$ cat config.mk
export PLATFORM = sky130hd
export DESIGN_NAME = char_rotator
export DESIGN_NICKNAME = d
export VERILOG_FILES = /design/src/rtl/char_rot_pkg.sv /design/src/rtl/char_rotator_tick_gen.sv /design/src/rtl/char_rotator.sv
export SDC_FILE = /design/constraint.sdc
export NUM_CORES = 1
export LEC_CHECK = 0
export CAP_MARGIN = 5
export CORE_ASPECT_RATIO = 0.6
export CORE_MARGIN = 2
export CORE_UTILIZATION = 30
export CTS_BUF_LIST = sky130_fd_sc_hd__clkbuf_16
export CTS_CLUSTER_SIZE = 8
export DETAILED_ROUTE_END_ITERATION = 10
export MAX_ROUTING_LAYER = met4
export PLACE_DENSITY = 0.49
export SLEW_MARGIN = 20
export SYNTH_ARGS = -nofsm -noshare
export SYNTH_HDL_FRONTEND = slang
export SYNTH_SLANG_ARGS = --single-unit
export TNS_END_PERCENT = 50
$ cat constraint.sdc
create_clock -name CLOCK_50 -period 5.5 [get_ports CLOCK_50]
set_input_delay 1.1 -clock CLOCK_50 [delete_from_list [all_inputs] [get_ports CLOCK_50]]
set_output_delay 1.1 -clock CLOCK_50 [all_outputs]
set_load 0.02 [all_outputs]
$ cat src/rtl/char_rot_pkg.sv
// ============================================================================
// Module      : char_rot_pkg
// Description : Shared character codes and reset-pattern helper for the
//               scrolling "dE1 " message generator.
// Revision    : 1.0 - initial release
// ============================================================================
`default_nettype none

package char_rot_pkg;

   typedef logic [1:0] char_code_t;

   localparam char_code_t CH_D     = 2'd0;
   localparam char_code_t CH_E     = 2'd1;
   localparam char_code_t CH_ONE   = 2'd2;
   localparam char_code_t CH_BLANK = 2'd3;

   // Display i of n starts on message character (n-1-i) mod 4.
   function automatic char_code_t init_code(input int i, input int n);
      return char_code_t'((n - 1 - i) % 4);
   endfunction

endpackage

`default_nettype wire

$ cat src/rtl/char_rotator_tick_gen.sv
// ============================================================================
// Module      : tick_gen
// Description : Enable-gated prescaler; pulses tick on the terminal count.
// Revision    : 1.0 - initial release
// ============================================================================
`default_nettype none

module tick_gen #(
   parameter int TICK_DIV = 50_000_000
) (
   input  logic CLOCK_50,
   input  logic KEY0,
   input  logic en,
   output logic tick
);

   localparam int              c_cnt_w = $clog2(TICK_DIV);
   localparam logic [c_cnt_w-1:0] c_last = c_cnt_w'(TICK_DIV - 1);

   logic [c_cnt_w-1:0] r_cnt;
   logic               w_term;

   // While disabled the count is held, so a pause resumes mid-interval.
   assign w_term = en && (r_cnt == c_last);
   assign tick   = w_term;

   always_ff @(posedge CLOCK_50 or negedge KEY0) begin
      if (!KEY0) begin
         r_cnt <= '0;
      end else if (en) begin
         if (w_term) r_cnt <= '0;
         else        r_cnt <= r_cnt + 1'b1;
      end
   end

endmodule

`default_nettype wire

$ cat src/rtl/char_rotator.sv
// ============================================================================
// Module      : char_rotator
// Description : Scrolls "dE1 " as 2-bit character codes across NUM_DISP
//               displays. Optional single-step button: CHAR_ROTATOR_STEP_EN.
// Revision    : 1.0 - initial release
// ============================================================================
`default_nettype none

module char_rotator
   import char_rot_pkg::*;
#(
   parameter int TICK_DIV = 50_000_000,
   parameter int NUM_DISP = 4
) (
   input  logic                        CLOCK_50,
   input  logic                        KEY0,
   input  logic                        SW_RUN,
   input  logic                        SW_DIR,
`ifdef CHAR_ROTATOR_STEP_EN
   input  logic                        KEY1,
`endif
   output logic [2*NUM_DISP-1:0]       CODE,
   output logic [$clog2(NUM_DISP)-1:0] POS,
   output logic                        TICK
);

   localparam int                  c_pos_w   = $clog2(NUM_DISP);
   localparam logic [c_pos_w-1:0]  c_pos_max = c_pos_w'(NUM_DISP - 1);

   function automatic logic [2*NUM_DISP-1:0] reset_pattern();
      logic [2*NUM_DISP-1:0] v;
      v = '0;
      for (int i = 0; i < NUM_DISP; i++) v[2*i +: 2] = init_code(i, NUM_DISP);
      return v;
   endfunction

   localparam logic [2*NUM_DISP-1:0] c_init = reset_pattern();

   logic                  r_run_m, r_run_s;
   logic                  r_dir_m, r_dir_s;
   logic [2*NUM_DISP-1:0] r_code;
   logic [c_pos_w-1:0]    r_pos;
   logic                  r_tick;
   logic                  w_tick;
   logic                  w_step;
   logic                  w_adv;
   logic [2*NUM_DISP-1:0] w_code_nxt;
   logic [c_pos_w-1:0]    w_pos_nxt;

   always_ff @(posedge CLOCK_50 or negedge KEY0) begin
      if (!KEY0) begin
         r_run_m <= 1'b0;
         r_run_s <= 1'b0;
         r_dir_m <= 1'b0;
         r_dir_s <= 1'b0;
      end else begin
         r_run_m <= SW_RUN;
         r_run_s <= r_run_m;
         r_dir_m <= SW_DIR;
         r_dir_s <= r_dir_m;
      end
   end

   tick_gen #(
      .TICK_DIV (TICK_DIV)
   ) u_tick_gen (
      .CLOCK_50 (CLOCK_50),
      .KEY0     (KEY0),
      .en       (r_run_s),
      .tick     (w_tick)
   );

`ifdef CHAR_ROTATOR_STEP_EN
   logic r_key_m, r_key_s, r_key_d;

   always_ff @(posedge CLOCK_50 or negedge KEY0) begin
      if (!KEY0) begin
         r_key_m <= 1'b0;
         r_key_s <= 1'b0;
         r_key_d <= 1'b0;
      end else begin
         r_key_m <= KEY1;
         r_key_s <= r_key_m;
         r_key_d <= r_key_s;
      end
   end

   // Press is a 1->0 transition of the synchronized button; ignored while running.
   assign w_step = r_key_d & ~r_key_s & ~r_run_s;
`else
   assign w_step = 1'b0;
`endif

   assign w_adv = w_tick | w_step;

   // Left moves each code up one display index; right moves it down.
   generate
      for (genvar i = 0; i < NUM_DISP; i++) begin : g_disp
         localparam int c_left  = (i + NUM_DISP - 1) % NUM_DISP;
         localparam int c_right = (i + 1) % NUM_DISP;
         assign w_code_nxt[2*i +: 2] = r_dir_s ? r_code[2*c_right +: 2]
                                               : r_code[2*c_left  +: 2];
      end
   endgenerate

   always_comb begin
      w_pos_nxt = r_pos;
      if (r_dir_s) w_pos_nxt = (r_pos == '0)        ? c_pos_max : r_pos - 1'b1;
      else         w_pos_nxt = (r_pos == c_pos_max) ? '0        : r_pos + 1'b1;
   end

   always_ff @(posedge CLOCK_50 or negedge KEY0) begin
      if (!KEY0) begin
         r_code <= c_init;
         r_pos  <= '0;
         r_tick <= 1'b0;
      end else begin
         r_tick <= w_adv;
         if (w_adv) begin
            r_code <= w_code_nxt;
            r_pos  <= w_pos_nxt;
         end
      end
   end

   assign CODE = r_code;
   assign POS  = r_pos;
   assign TICK = r_tick;

endmodule

`default_nettype wire

# Word-level counts from Yosys, hierarchy flattened

Cells that the tools add are included.

Bits in registers: 41
Input port bits: 4
Output and inout port bits: 11
Logic and storage cells: 23

Add/sub/neg operators: 3
Equal/unequal tests: 2
Multiplexer cells: 8
Reductions and logical operators: 2

Operators with widths:

| cell                  | number |
|---|---|
| $add 26x1->26 const B | 1 |
| $eq 26x26->1 const B  | 1 |
| $mux 26               | 1 |
| $mux 2                | 7 |
| $add 2x1->2 const B   | 1 |
| $eq 2x2->1 const B    | 1 |
| $logic_not 2->1       | 1 |
| $sub 2x1->2 const B   | 1 |
| $logic_and 1x1->1     | 1 |

# Depth between registers and ports, before layout

Gate-level depths: netlist (run 1).

Word-level depth: 3
Gate-level depth with buffers: 8
Depth with buffers taken out: 5

# Modules after synthesis

Synthesis (run 1) repeated with hierarchy kept, for this count alone.

Cell total of the unflattened synthesis: 182
Area total of the unflattened synthesis: 1,963.1 sq um

Modules (own cells, without submodules):

| module       | times used | cells each | area each (sq um) | sequential area each (sq um) |
|---|---|---|---|---|
| tick_gen     | 1          | 136        | 1,378.8           | 650.6 |
| char_rotator | 1          | 46         | 584.3             | 380.4 |

# Worst setup path before layout (run 1)

Ideal clock, no wire load.

Kind: reg-to-reg
From: reg u_tick_gen.r_cnt[0]
To: reg r_code[5], in the netlist CODE[5]
Setup time: 0.125 ns
Data arrival time: 1.832 ns
Required time: 5.375 ns
Slack: 3.543 ns
Cell stages (with the launch flop): 8
Buffers on the path: 2
Period minus slack after synthesis: 1.957 ns
Cells stage by stage: dfrtp_1 ha_1 and3_1 buf_2 nand4_4 nor4_4 buf_6 mux2_4

Word-level cells in the longest chain between the ends: 2

RTL lines:

| item                   | line                        | text |
|---|---|---|
| start, declared        | char_rotator_tick_gen.sv:20 | `logic [c_cnt_w-1:0] r_cnt;` |
| start signal, assigned | char_rotator_tick_gen.sv:32 | `else r_cnt <= r_cnt + 1'b1;` |
| $eq 26x26->1           | char_rotator_tick_gen.sv:24 | `assign w_term = en && (r_cnt == c_last);` |
| $logic_and 1x1->1      | char_rotator_tick_gen.sv:24 |  |
| end signal, assigned   | char_rotator.sv:114         | `r_code <= c_init;` |
| end signal, assigned   | char_rotator.sv:120         | `r_code <= w_code_nxt;` |
| end, declared          | char_rotator.sv:41          | `logic [2*NUM_DISP-1:0] r_code;` |

No other way between the ends.
A chain may end at the register's enable or synchronous reset.

# Final worst setup path (run 1)

From: reg r_code[4], in the netlist CODE[4]
To: out CODE[4]

RTL lines:

| item          | line               | text |
|---|---|---|
| end, declared | char_rotator.sv:22 | `output logic [2*NUM_DISP-1:0] CODE,` |

No word-level cell between the ends.

==> results.md, run 1 <==
- Status: finished, final reports clean
- Worst EP arrival: 1.44 ns
- Ys flop type: dfrtp_1
- Max Root-Sink Buffers: 2
- Worst path slowest cell: clkdlybuf4s50_1
- RSZ-0062 raised after global routing: no
- Delay-heaviest family, CP: buffers and inverters
- Leading area contributor after synthesis: dfrtp_1
- Num rows: 23
- Maximum Capacitance Violations: 0
- Worst Path Max Fanout: 4
- Reg2reg path depth: 6
- Routed WL: 3.83 mm
- Post-DRT Antenna Nets: 0
- Crit path required time: roughly 4.4 ns
- Synth area leaders: dfrtp_1, mux2_2, dfstp_2, xor2_1, xnor2_1
- Port Buf Inserts: 14
- DRC Markers: 0
- TNS Setup: 0 ns
- Initial antenna violation count: 0
- Share of the synthesized area in the top cell type: 0.461
- Detailed Route Iter0 Violations: 24
- Final worst slack: 2.96 ns
- Area delta synth->final: 16.9%
- Register area: ~0.0010 mm^2
- Slew @ Worst Pin: 0.933 ns
- GR Util met3: 0.0434
- Total core area: between 0.006 and 0.007 mm^2
- DR WL/cell: around 14 um
- Gpl congestion: between 0.7 and 0.8
- CP Depth: 1
- Clock Skews: around 0.0042 ns
- Die Y: 67.4 um
- Finish-stage setup viols: 0
- Clock-pin slew on the worst setup and hold paths: ~0.050 ns
- Busiest layer in global routing: met1
- Clock Sinks: 41
- Syn_area_per_cell: roughly 11 um^2
- Gate count after technology mapping: around 180
- Final hold violations: 0
- Final worst path period share: 0.461
- Top Ports: 15
- Synth unique cells: 36
- Post-CTS Resized: 0
- Met2 Use GR: 0.144
- Setup bufs post-CTS: 0
- Hold Path Stages: 0
- Pwr dens: approximately 280 mW/mm^2
- Synthesized flop and latch total: between 40 and 50
- Class of the worst hold path: reg -> reg
- Post-DP HPWL: 2.56 mm
- Vias per inst: 4.73
- Fin cells: 279
- Vias: approximately 1300
- Clock Latency Late Sink: ~0.28 ns
- Sequential element share of the synthesized area: 0.513
- Antenna Cells: 0
- Asr flop ratio synth: 1.00
- Post-synth EDFFs: 0
- Die width: 110 um
- Worst VDD drop: 95.0 uV
- Area of the multi-input gates: a little over 900 um^2
- Largest net degree at the start of global routing: 42
- Vias in the first global route: about 1300
- WP buf/inv: 1
- Worst path max stage delay: ~0.60 ns
- Global Route Usage Sum: 0.123
- Layout cells sized above 1: 0.161
- Post-Syn Area: 0.00201 mm^2
- Worst path cell trace: clkdlybuf4s50_1
- Max-slew violations: 0
- Leak Pwr: about 1.0 nW
- Syn nets: between 150 and 200
- Critical path class: reg -> out
- Normalized max-slew margin: 0.378
- Clock buffer count from CTS: 5
- Worst setup EP type: primary output
- GRT overflow: 0
- DP Cell Count: approximately 270
- Filler cell count in the final layout: between 600 and 700
- Met1 usage: 0.188
- Iteration count of the initial detailed-routing pass: 4
- Hold buffers post-CTS: 0
- Clock period minus final worst setup slack: 2.54 ns
- Max Freq: between 0.3 and 0.4 GHz
- Syn. warnings: 0
- CTS tree: yes
- Die area: 0.00739 mm^2
- Critical path launch point type: flop
- Pre-CTS WS: 3.26 ns
- First-pass GRT wire length: ~6.6 mm
- Total number of H-tree levels: 2
- Clock root cell: clkbuf_16
- Initial Util: 0.306
- Post-layout net count: 198
power breakdown:
part           internal, mW  switching, mW  total, mW
registers             0.321         0.0202      0.341
clock network         0.163          0.111      0.274
logic                0.0191         0.0193     0.0384
total                 0.503          0.151      0.654
sequential cells by signal (all words and copies together) (netlist names):
name	count
CODE	8
POS	2
TICK	1
r_dir_m	1
r_dir_s	1
r_run_m	1
r_run_s	1
u_tick_gen.r_cnt	26
Yosys cell counts (2+ instances only):
cell type and n:
nand2b_1 3, a21oi_1 10, nor3_1 5, nor2_1 6
or3_1 6, mux2_2 13, buf_6 2, or4_1 5
ha_1 3, xor2_1 8, mux2_4 3, nand2_1 13
nand4_1 6, and4_1 5, o21ai_0 6, nand3_1 6
dfrtp_1 37, buf_2 3, inv_1 6, dfstp_2 4
xnor2_1 7, o31ai_1 5
metal layers:
layer	vias to the layer above	wire length, um
met5	-	0
met2	17	1360
met4	0	46
li1	672	-
met3	5	144
met1	625	2280
placed cells by master, fill, tap and decap left out, types with 7 or more instances in the layout:
cell type | Yosys | final
a21oi_1 | 10 | 10
clkdlybuf4s50_1 | 0 | 13
dfrtp_1 | 37 | 37
inv_1 | 6 | 9
mux2_2 | 13 | 13
nand2_1 | 13 | 13
xnor2_1 | 7 | 7
xor2_1 | 8 | 8
worst paths after layout:
check / start / endpoint / slack (ns)
worst max register to register: u_tick_gen.r_cnt[0] / CODE[2] / 3.31
worst min register to register: r_dir_m / r_dir_s / 0.35
worst max-delay path: CODE[4] / CODE[4] / 2.96
min in group asynchronous: KEY0 / u_tick_gen.r_cnt[11] / 0.95
max in group asynchronous: KEY0 / CODE[2] / 3.96
worst min-delay path: r_dir_m / r_dir_s / 0.35
cells by family after synthesis:
logic type,share of synthesized area
xor+xnor,0.0654
simple gates,0.195
flops,0.513
fa+ha+maj,0.0187
compound gates,0.0717
mux,0.100
buf+inv,0.0355
through the flow:
stage	power [mW]	util	hold WS, ns	instance area [um^2]
finish	0.654	0.358	0.348	2350
global route	0.684	0.358	0.358	2350
CTS	0.667	0.358	0.352	2350
detailed placement	0.386	0.337	0.339	2210
global placement	0.386	0.337	0.332	2210
floorplan	0.370	-	0.331	2010
worst reg2reg max path, delay by kind of cell, from the launching register on:
kind	cells	cell delay (ns)
buf+inv	1	0.35
simple gates	3	0.78
mux	1	0.39
flops	1	0.38
fa+ha+maj	1	0.17
layout make-up:
type	instances	share of cell area
Sequential cell	41	0.439
Multi-Input combinational cell	122	0.386
Inverter	6	0.00959
Clock buffer	5	0.0533
Tap cell	87	0.0464
Timing Repair Buffer	15	0.0608
Clock inverter	3	0.00480
No activity file was read; power rests on OpenSTA's default activity.
==> inputs of run 2 (changes only) <==
--- a/config.mk
+++ b/config.mk
@@ -13,7 +13,7 @@
 export CTS_CLUSTER_SIZE = 8
 export DETAILED_ROUTE_END_ITERATION = 10
 export MAX_ROUTING_LAYER = met4
-export PLACE_DENSITY = 0.49
+export PLACE_DENSITY = 0.51
 export SLEW_MARGIN = 20
 export SYNTH_ARGS = -nofsm -noshare
 export SYNTH_HDL_FRONTEND = slang
==> constraint.sdc (replaced) <==
create_clock -name CLOCK_50 -period 2.3 [get_ports CLOCK_50]
set_input_delay 0.46 -clock CLOCK_50 [delete_from_list [all_inputs] [get_ports CLOCK_50]]
set_output_delay 0.46 -clock CLOCK_50 [all_outputs]
set_load 0.02 [all_outputs]
==> results.md, run 2 (synthesized netlist as in run 1, its figures left out) <==
- Setup bufs post-CTS: 0
- Final worst path period share: 0.894
- Iteration count of the initial detailed-routing pass: 4
- Worst Path Max Fanout: 18
- Max reg flops: 26
- Clock Sinks: 41
- Slew @ Worst Pin: about 0.52 ns
- Vias per inst: between 4 and 5
- Final worst slack: 0.243 ns
- Clock Latency Late Sink: 0.28 ns
- Vias: 1381
- DR WL/cell: ~13 um
- Post-DRT Antenna Nets: 0
- Top Ports: 15
- Clock buffer count from CTS: 5
- Worst VDD drop: between 200 and 300 uV
- Initial antenna violation count: 0
- Die area: roughly 0.0074 mm^2
- Post-layout util: 0.365
- Gpl congestion: roughly 0.77
- Crit path required time: about 2.5 ns
- Worst path cell trace: ha_1, and3_1, nand4_4, nor4_4, buf_12, mux2_2
- WP buf/inv: 1
- Worst path max stage delay: about 0.37 ns
- Most frequent cells in the layout: dfrtp_1, nand2_1, mux2_2, clkdlybuf4s50_1, a21oi_1
- Largest reg by FF count: u_tick_gen.r_cnt
- Commonest non-fill, non-tap cell in the layout: dfrtp_1
- Post-CTS Resized: 0
- CP Depth: 6
- Placed cell area: around 0.0023 mm^2
- First-pass GRT wire length: between 6 and 7 mm
- Post-layout net count: between 200 and 250
- Num rows: 23
- Post-DP HPWL: about 2.6 mm
- Status: finished, final reports clean
- Pre-CTS WS: 0.252 ns
- Max-slew violations: 0
- Pwr dens: approximately 650 mW/mm^2
- Routed WL: 3.75 mm
- Port Buf Inserts: 14
- Worst setup EP type: flop
- Crit. Startpoint: u_tick_gen.r_cnt[0]
- Area delta synth->final: 19.4%
- Largest net degree at the start of global routing: 42
- Global Route Usage Sum: 0.122
- Die Y: between 60 and 70 um
- Clock period minus final worst setup slack: approximately 2 ns
- Filler cell count in the final layout: ~660
- Vias in the first global route: between 1000 and 1500
- Max Root-Sink Buffers: 2
- RR Endpoint: CODE[7]
- RSZ-0062 raised after global routing: no
- Finish-stage setup viols: 0
- Layout cells sized above 1: 0.183
- GRT overflow: 0
- TNS Setup: 0 ns
- Clock root cell: clkbuf_16
- Register-to-register setup slack: 0.24 ns
- Tot Pwr: around 1.6 mW
- Die width: about 110 um
- Final hold violations: 0
- Critical path class: reg -> reg
- Antenna Cells: 0
- Normalized max-slew margin: 0.657
- Hold buffers post-CTS: 0
- Critical R2R Launch: u_tick_gen.r_cnt[0]
- Maximum Capacitance Violations: 0
- Class of the worst hold path: in -> async
- Worst path slowest cell: dfrtp_1
- Clock Skews: ~0.0068 ns
- Worst EP arrival: around 2.2 ns
- Detailed Route Iter0 Violations: 52
- Initial Util: 0.306
- Post-route cell area: about 0.0024 mm^2
- CTS tree: yes
- Reg2reg path depth: 6
- Max Freq: 0.486 GHz
- DRC Markers: 0
- Delay-heaviest family, CP: simple AND/OR/NAND/NOR gates
- CP endpoint: CODE[7]
- Leak Pwr: 1.03 nW
- Critical path launch point type: flop
- Clock-pin slew on the worst setup and hold paths: approximately 0.06 ns
- Total number of H-tree levels: 2
- Total core area: approximately 0.0066 mm^2
-- run 2: cell count changes in the layout (fill, tap and decap cells not counted), sizes merged --
cell,change
clkinv,+1
buf,+5
inv,-1
-- run 2: per-layer routing --
metal,share of wire,up-vias,global-route usage
met4,0.0051,0,0.0237
met1,0.57,678,0.185
li1,-,682,-
met2,0.39,19,0.156
met5,0,-,-
met3,0.040,2,0.0376
-- run 2: area by class of cell --
class	instances	area [um^2]	area share
tap	87	109	0.0454
inverter	6	22.5	0.00939
clock buffer	5	125	0.0522
timing repair buffer	20	193	0.0804
multi-input combinational	122	906	0.378
sequential	41	1030	0.430
clock inverter	3	11.3	0.00470
-- run 2: how the worst min path moves through the flow --
| stage | from | end | slack [ns] | depth (start not counted) |
|---|---|---|---|---|
| 2_1_floorplan | KEY0 | CODE[2] | 0.16 | 0 |
| 3_3_place_gp | r_dir_m | r_dir_s | 0.33 | 0 |
| 3_5_place_dp | r_dir_m | r_dir_s | 0.34 | 0 |
| 4_1_cts | KEY0 | u_tick_gen.r_cnt[4] | 0.27 | 2 |
| 5_1_grt | KEY0 | u_tick_gen.r_cnt[11] | 0.30 | 2 |
| 6_report | KEY0 | u_tick_gen.r_cnt[11] | 0.25 | 2 |
-- run 2: where the power goes --
group / internal [mW] / switching [mW] / leakage, nW
registers: 0.768 / 0.0457 / 0.539
clock network: 0.390 / 0.256 / 0.0738
logic: 0.0496 / 0.0477 / 0.414
-- run 2: metrics by stage --
stage	hold slack [ns]	instances
after global routing	0.297	284
after detailed placement	0.336	276
after floorplan	0.164	176
final	0.246	284
after global placement	0.332	276
after CTS	0.267	284
==> inputs of run 3 (changes only) <==
--- a/config.mk
+++ b/config.mk
@@ -13,7 +13,7 @@
 export CTS_CLUSTER_SIZE = 8
 export DETAILED_ROUTE_END_ITERATION = 10
 export MAX_ROUTING_LAYER = met4
-export PLACE_DENSITY = 0.51
+export PLACE_DENSITY_LB_ADDON = 0.2
 export SLEW_MARGIN = 20
 export SYNTH_ARGS = -nofsm -noshare
 export SYNTH_HDL_FRONTEND = slang
==> results.md, run 3 (synthesized netlist as in run 1, its figures left out) <==
- Worst EP arrival: 2.27 ns
- Flop pwr share: 0.482
- Critical path class: reg -> reg
- DRC Markers: 0
- Pre-CTS WS: between 0.2 and 0.25 ns
- Clock period minus final worst setup slack: about 2.1 ns
- Routed WL: between 3 and 4 mm
- Iteration count of the initial detailed-routing pass: 4
- Final hold violations: 0
- Clock Skews: between 0.004 and 0.005 ns
- Gpl congestion: around 0.86
- Sw Pwr: approximately 0.36 mW
- Combinational power share: 0.058
- Worst VDD drop: 303 uV
- Post-DRT Antenna Nets: 0
- Class of the worst hold path: in -> async
- Filler cell count in the final layout: about 670
- Largest net degree at the start of global routing: 42
- Finish-stage setup viols: 0
- Port Buf Inserts: 14
- Die area: between 0.007 and 0.008 mm^2
- Slew @ Worst Pin: 0.521 ns
- Net Sw Frac: 0.216
- Max reg flops: 26
- Setup bufs post-CTS: 0
- Worst setup EP type: flop
- Leak Pwr: 1.04 nW
- Detailed Route Iter0 Violations: between 40 and 50
- Clock Power Share: 0.460
- Top Ports: 15
- Initial antenna violation count: 0
- Post-DP HPWL: about 2.7 mm
- Clock root cell: clkbuf_16
- DR WL/cell: around 14 um
- Die width: approximately 110 um
- TNS Setup: 0 ns
- Max-slew violations: 0
- RSZ-0062 raised after global routing: no
- Critical path launch point type: flop
- Vias per inst: 4.85
- Clock-pin slew on the worst setup and hold paths: around 0.060 ns
- Final worst slack: slightly below 0.2 ns
- Commonest non-fill, non-tap cell in the layout: dfrtp_1
- Crit path required time: about 2.5 ns
- Total number of H-tree levels: 2
- Die Y: just under 70 um
- P_int: about 1.3 mW
- Total core area: around 0.0066 mm^2
- Clock Sinks: 41
- Vias in the first global route: around 1200
- Final worst path period share: 0.915
- Max Freq: roughly 0.48 GHz
- Pwr dens: 695 mW/mm^2
- Post-CTS Resized: 0
- Maximum Capacitance Violations: 0
- Post-layout net count: between 200 and 250
- Num rows: 23
- Largest reg by FF count: u_tick_gen.r_cnt
- Worst Path Max Fanout: 20
- Area delta synth->final: 20.7%
- Clock Latency Late Sink: approximately 0.28 ns
- Clock buffer count from CTS: 5
- Initial Util: 0.306
- Max Root-Sink Buffers: 2
- Status: finished, final reports clean
- First-pass GRT wire length: about 6.6 mm
- Most frequent cells in the layout: dfrtp_1, nand2_1, mux2_2, clkdlybuf4s50_1, a21oi_1
- Global Route Usage Sum: 0.126
- Normalized max-slew margin: 0.653
- GRT overflow: 0
- Hold buffers post-CTS: 0
- CTS tree: yes
- Layout cells sized above 1: 0.188
- Vias: 1378
- Antenna Cells: 0
[run 3: changes by cell type in the layout (fill, tap and decap cells not counted)]
cell	before	now
bufinv_16	0	1
inv_1	8	7
[run 3: routing by layer]
metal	track usage	wire length, um	up-vias
met2	0.138	1410	18
met3	0.0434	143	7
met4	0.0522	61	0
met5	-	0	-
li1	-	-	678
met1	0.196	2330	675
[run 3: path summary, 6_finish.rpt]
kind                                           from                   end  slack [ns]  depth (start not counted)
worst max register to register  u_tick_gen.r_cnt[0]               CODE[7]        0.20                          6
worst min-delay path                           KEY0  u_tick_gen.r_cnt[22]        0.23                          2
min in group CLOCK_50                       r_dir_m               r_dir_s        0.35                          0
max in group asynchronous                      KEY0               CODE[1]        1.68                          2
worst min register to register              r_dir_m               r_dir_s        0.35                          0
worst max-delay path            u_tick_gen.r_cnt[0]               CODE[7]        0.20                          6
[run 3: worst max-delay path: stages (launching register included)]
cell	delay [ns]
dfrtp_1	0.38
ha_1	0.17
and3_1	0.35
nand4_4	0.17
nor4_4	0.36
buf_12	0.21
mux2_2	0.34
[run 3: power by group through the flow]
stage	Clock, mW	Sequential [mW]	Combinational, mW
6_report	0.775	0.813	0.0972
4_1_cts	0.804	0.813	0.100
5_1_grt	0.837	0.822	0.113
3_5_place_dp	0	0.826	0.0988
2_1_floorplan	0	0.814	0.0709
3_3_place_gp	0	0.826	0.0986
[run 3: stage by stage]
step | std cells | util | power, mW | instance area [um^2] | hold WS (ns)
final | 284 | 0.369 | 1.68 | 2420 | 0.231
after global routing | 284 | 0.369 | 1.77 | 2420 | 0.285
after CTS | 284 | 0.369 | 1.72 | 2420 | 0.261
after detailed placement | 276 | 0.345 | 0.925 | 2260 | 0.342
after global placement | 276 | 0.345 | 0.925 | 2260 | 0.332
after floorplan | 176 | - | 0.885 | 2010 | 0.164
[run 3: area by class of cell]
class	count	area, um^2	area share
clock buffers	5	125	0.0516
clock inverters	3	37.5	0.0155
inverters	6	22.5	0.00929
multi-input cells	122	906	0.374
flip-flops and latches	41	1030	0.425
well taps	87	109	0.0449
repair buffers	20	193	0.0795
